$ cat src/rtl/axi_lite_arbiter.sv
// rtl/axi_lite_arbiter.sv - two-master (IFU/LSU) to one-slave AXI-lite arbiter, fixed priority
module axi_lite_arbiter #(
    parameter int ADDR_W = 32,
    parameter int DATA_W = 32
) (
    input  logic                clk,
    input  logic                rst,
    // IFU read master
    input  logic                ifu_arvalid,
    input  logic [ADDR_W-1:0]   ifu_araddr,
    input  logic [2:0]          ifu_arsize,
    output logic                ifu_arready,
    output logic                ifu_rvalid,
    output logic [DATA_W-1:0]   ifu_rdata,
    output logic [1:0]          ifu_rresp,
    input  logic                ifu_rready,
    // LSU read master
    input  logic                lsu_arvalid,
    input  logic [ADDR_W-1:0]   lsu_araddr,
    input  logic [2:0]          lsu_arsize,
    output logic                lsu_arready,
    output logic                lsu_rvalid,
    output logic [DATA_W-1:0]   lsu_rdata,
    output logic [1:0]          lsu_rresp,
    input  logic                lsu_rready,
    // LSU write master
    input  logic                lsu_awvalid,
    input  logic [ADDR_W-1:0]   lsu_awaddr,
    input  logic [2:0]          lsu_awsize,
    output logic                lsu_awready,
    input  logic                lsu_wvalid,
    input  logic [DATA_W-1:0]   lsu_wdata,
    input  logic [DATA_W/8-1:0] lsu_wstrb,
    input  logic                lsu_wlast,
    output logic                lsu_wready,
    output logic                lsu_bvalid,
    output logic [1:0]          lsu_bresp,
    input  logic                lsu_bready,
    // slave port
    output logic                s_arvalid,
    output logic [ADDR_W-1:0]   s_araddr,
    output logic [2:0]          s_arsize,
    input  logic                s_arready,
    output logic                s_awvalid,
    output logic [ADDR_W-1:0]   s_awaddr,
    output logic [2:0]          s_awsize,
    input  logic                s_awready,
    output logic                s_wvalid,
    output logic [DATA_W-1:0]   s_wdata,
    output logic [DATA_W/8-1:0] s_wstrb,
    output logic                s_wlast,
    input  logic                s_wready,
    input  logic                s_rvalid,
    input  logic [DATA_W-1:0]   s_rdata,
    input  logic [1:0]          s_rresp,
    output logic                s_rready,
    input  logic                s_bvalid,
    input  logic [1:0]          s_bresp,
    output logic                s_bready,
    output logic [1:0]          grant
);

    typedef enum logic [1:0] {
        IDLE    = 2'b00,
        G_IFU_R = 2'b01,
        G_LSU_R = 2'b10,
        G_LSU_W = 2'b11
    } state_e;

    state_e state_q, state_d;
    logic   ar_done_q, ar_done_d;
    logic   aw_done_q, aw_done_d;
    logic   w_done_q,  w_done_d;

    assign grant = state_q;

    always_ff @(posedge clk or posedge rst) begin
        if (rst) begin
            state_q   <= IDLE;
            ar_done_q <= 1'b0;
            aw_done_q <= 1'b0;
            w_done_q  <= 1'b0;
        end else begin
            state_q   <= state_d;
            ar_done_q <= ar_done_d;
            aw_done_q <= aw_done_d;
            w_done_q  <= w_done_d;
        end
    end

    always_comb begin
        state_d     = state_q;
        ar_done_d   = ar_done_q;
        aw_done_d   = aw_done_q;
        w_done_d    = w_done_q;
        ifu_arready = 1'b0;
        ifu_rvalid  = 1'b0;
        ifu_rdata   = '0;
        ifu_rresp   = 2'b00;
        lsu_arready = 1'b0;
        lsu_rvalid  = 1'b0;
        lsu_rdata   = '0;
        lsu_rresp   = 2'b00;
        lsu_awready = 1'b0;
        lsu_wready  = 1'b0;
        lsu_bvalid  = 1'b0;
        lsu_bresp   = 2'b00;
        s_arvalid   = 1'b0;
        s_araddr    = '0;
        s_arsize    = 3'b000;
        s_awvalid   = 1'b0;
        s_awaddr    = '0;
        s_awsize    = 3'b000;
        s_wvalid    = 1'b0;
        s_wdata     = '0;
        s_wstrb     = '0;
        s_wlast     = 1'b0;
        s_rready    = 1'b0;
        s_bready    = 1'b0;

        unique case (state_q)
            IDLE: begin
                ar_done_d = 1'b0;
                aw_done_d = 1'b0;
                w_done_d  = 1'b0;
                if (lsu_awvalid || lsu_wvalid)  state_d = G_LSU_W;
                else if (lsu_arvalid)           state_d = G_LSU_R;
                else if (ifu_arvalid)           state_d = G_IFU_R;
            end
            G_IFU_R: begin
                s_arvalid   = ifu_arvalid & ~ar_done_q;
                s_araddr    = ifu_araddr;
                s_arsize    = ifu_arsize;
                ifu_arready = s_arready & ~ar_done_q;
                ifu_rvalid  = s_rvalid;
                ifu_rdata   = s_rdata;
                ifu_rresp   = s_rresp;
                s_rready    = ifu_rready;
                if (ifu_arvalid && s_arready) ar_done_d = 1'b1;
                if (s_rvalid && ifu_rready)   state_d   = IDLE;
            end
            G_LSU_R: begin
                s_arvalid   = lsu_arvalid & ~ar_done_q;
                s_araddr    = lsu_araddr;
                s_arsize    = lsu_arsize;
                lsu_arready = s_arready & ~ar_done_q;
                lsu_rvalid  = s_rvalid;
                lsu_rdata   = s_rdata;
                lsu_rresp   = s_rresp;
                s_rready    = lsu_rready;
                if (lsu_arvalid && s_arready) ar_done_d = 1'b1;
                if (s_rvalid && lsu_rready)   state_d   = IDLE;
            end
            G_LSU_W: begin
                // AW and W complete independently; each is masked once accepted
                s_awvalid   = lsu_awvalid & ~aw_done_q;
                s_awaddr    = lsu_awaddr;
                s_awsize    = lsu_awsize;
                lsu_awready = s_awready & ~aw_done_q;
                s_wvalid    = lsu_wvalid & ~w_done_q;
                s_wdata     = lsu_wdata;
                s_wstrb     = lsu_wstrb;
                s_wlast     = lsu_wlast;
                lsu_wready  = s_wready & ~w_done_q;
                lsu_bvalid  = s_bvalid;
                lsu_bresp   = s_bresp;
                s_bready    = lsu_bready;
                if (lsu_awvalid && s_awready) aw_done_d = 1'b1;
                if (lsu_wvalid && s_wready)   w_done_d  = 1'b1;
                if (s_bvalid && lsu_bready)   state_d   = IDLE;
            end
            default: state_d = IDLE;
        endcase
    end

endmodule

$ cat config.mk
export PLATFORM = sky130hd
export DESIGN_NAME = axi_lite_arbiter
export DESIGN_NICKNAME = d
export VERILOG_FILES = /design/src/rtl/axi_lite_arbiter.sv
export SDC_FILE = /design/constraint.sdc
export NUM_CORES = 1
export LEC_CHECK = 0
export CORE_AREA = 2 2 150 152
export CTS_BUF_LIST = sky130_fd_sc_hd__clkbuf_4 sky130_fd_sc_hd__clkbuf_8
export DETAILED_ROUTE_END_ITERATION = 10
export DIE_AREA = 0 0 152 154
export SLEW_MARGIN = 20
export SYNTH_ARGS = -nofsm -noshare
export SYNTH_HDL_FRONTEND = slang
export SYNTH_SLANG_ARGS = --single-unit
$ cat constraint.sdc
create_clock -name clk -period 2.2 [get_ports clk]
set_clock_uncertainty 0.15 [all_clocks]
set_input_delay 0.33 -clock clk [delete_from_list [all_inputs] [get_ports clk]]
set_output_delay 0.33 -clock clk [all_outputs]
set_load 0.05 [all_outputs]
==> metrics.txt <==
top cell type by total area after synthesis=and2_1; Routed WL=15300 µm; dpl ws=110 ps; Worst VDD drop=0.534 mV; Syn Area/Cell=6.80 µm²; drt pass-1 iters=4; area of the core=21700 µm²; DR vias=3589; fmax=0.457 GHz; # port buffers=382; Die ar.=23400 µm²; register area share after synthesis=0.0628; complex-gate fraction of the synthesized area=0.188; Critical Path Source Type=flip-flop; Worst Setup SP=grant[0]; worst hold path type=input pin to async pin; Synth cell types=27; CTS root buf=clkbuf_8; routability-driven placement congestion ratio=0.779; Arr. time, crit path=1710 ps; Worst Tran Pin Value=384 ps; Required @ worst endpoint=1720 ps; gr ovfl total=0; Row Count=54; post-synth top area share=0.459; n_diodes=0; vias in the first global route=3780; first-pass GRT wire length=22700 µm; CP max stage delay=430 ps; launching point of the worst reg2reg path=grant[0]; I/O pins=383; Post-synth EDFFs=0; CP Capture Type=output pin; Placed Cells=935; Crit path max-delay family=buffers and inverters; Synth top cells by count=146 x and2_1, 36 x a22oi_1, 36 x nor2b_1, 14 x buf_2, 13 x clkbuf_1; Routed WL per cell=16.2 µm; pin count of the biggest net entering global routing=57; hold_ws=173 ps; max-slew violation count=0; Fin Setup TNS=0 ps; Mapped Area=1990 µm²; Primary FF master, synth=dfrtp_1; Worst Path Max Fanout=20; Die W=152 µm; CP most frequent cell=buf_12; Die Ht=154 µm; layout cell share with drive strength beyond 1=0.426; antenna violations before repair=0; Final WS setup=14.2 ps; final period utilization=0.994; max_slew headroom=0.737; XOR/XNOR Fraction of Synth Area=0; Layout Cells excl Fill=949; count leader, synth=and2_1; ys async rst share=1.00; Slowest-stage cell, CP=dfrtp_2; CP Cell Sequence=buf_4 > ha_4 > buf_12 > a22oi_1 > nor2b_4 > buf_12; largest cells by area after synthesis=and2_1 46%, a22oi_1 14%, nor2b_1 11%, dfrtp_1 6.3%, ha_1 4.4%; DRC Markers=0; Reg2Reg Setup Slack=210 ps; outcome=complete, no violations; Crit Path Category=flip-flop to output pin; # Max-Cap Violations=0; Yosys reg bits=5; final setup vio count=0; unrepaired setup endpoints after global routing=true; Fin. Hold Viols=0; Vias per Instance=3.78; largest family of logic cells by synthesized area=simple AND/OR/NAND/NOR gates; initial core utilization=0.0918; DP HPWL=12700 µm; H-tree Lvls=1; hold_buf cts=0; crit path buf inv count=3; worst-skew pair later-pin latency=220 ps; clock period minus final worst setup slack=2190 ps; Synth warnings=0; simple logic cell fraction of the synthesized area=0.623; initial detailed-routing violation count=135; Reg clk slew, reported paths=30 ps; area grow syn2layout=335%; CTS Buf Count=3; syn_nets=492; Post-Synthesis Cells=293; GRT Util Overall=0.123; CTS tree=yes; Routed Antenna Nets=0; mux contribution to synthesized area=0.0107; Pleak=0.00341 µW; Synth Area in Adders=0.0440; clk sinks=5; Clock Path Buffers=2; Pwr Density=1300 nW/µm²; Final #Nets=869
==> per-stage QoR <==
stage | power [µW] | instance area [µm²] | util
after floorplan | 5550 | 2260 | -
after global placement | 10500 | 8320 | 0.384
after detailed placement | 10500 | 8320 | 0.384
after CTS | 11300 | 8570 | 0.395
after global routing | 11700 | 8670 | 0.400
final | 11300 | 8670 | 0.400
==> final timing paths <==
| kind | cells past startpoint | to |
|---|---|---|
| setup / recovery | 6 | s_araddr[9] |
| hold / removal | 2 | w_done_q |
| setup reg to reg | 6 | grant[1] |
| hold reg to reg | 2 | w_done_q |
| max in group asynchronous | 2 | grant[0] |
| min in group clk | 2 | w_done_q |
==> state kept, by name, indices dropped and copies added (netlist names) <==
signal / cells
ar_done_q: 1
aw_done_q: 1
grant: 2
w_done_q: 1
==> worst reg2reg max path, delay by kind of cell, from the launching register on <==
kind | cells | cell delay [ps]
adder cells (fa/ha/maj) | 1 | 240
buffers and inverters | 2 | 290
flip-flops | 1 | 430
AO/OA/AOI/OAI | 3 | 740
==> power by group <==
group	leakage, µW	switching (µW)	internal (µW)	total (µW)
sequential	0.0000617	62.6	139	202
combinational	0.00332	5600	5310	10900
clock	0.0000262	43.9	137	180
==> routing by layer <==
metal,up-vias,track usage,share of wire
li1,1724,-,-
met2,214,0.229,0.53
met5,-,0,0
met4,0,0.0285,0.015
met1,1637,0.142,0.38
met3,14,0.0316,0.075
==> cells by family after synthesis <==
family,Yosys count
AOI/OAI and AO/OA,50
and+or+nand+nor,196
adders and majority gates,7
buffers and inverters,33
muxes,2
DFF,5
==> placed cells by master (no fill, tap or decap), types with 3 or more instances in the layout <==
| cell type | instances |
|---|---|
| a21boi_1 | 3 |
| a22oi_1 | 18 |
| a22oi_2 | 18 |
| and2_1 | 144 |
| buf_12 | 194 |
| buf_16 | 3 |
| buf_4 | 9 |
| clkbuf_8 | 3 |
| clkdlybuf4s50_1 | 191 |
| dfrtp_1 | 3 |
| ha_1 | 3 |
| ha_4 | 4 |
| inv_1 | 4 |
| nand2_1 | 3 |
| nor2b_2 | 6 |
| nor2b_4 | 30 |
==> cell type report <==
class | instances | area, µm²
Timing Repair Buffer | 399 | 5980
Multi-Input combinational cell | 255 | 2140
Inverter | 6 | 27.5
Tap cell | 280 | 350
Clock buffer | 4 | 48.8
Sequential cell | 5 | 128
Fill cell | 2030 | 13000
==> timing repair <==
| action | 4_1_cts | 5_1_grt |
|---|---|---|
| hold endpoints to repair | 0 | 0 |
| buffers inserted | 4 | 2 |
| gates resized for setup | 17 | 18 |
| pin swaps | 1 | 2 |
| setup endpoints to repair | 69 | 98 |
| gates cloned | 3 | 1 |
(Power assumes the default switching activity.)
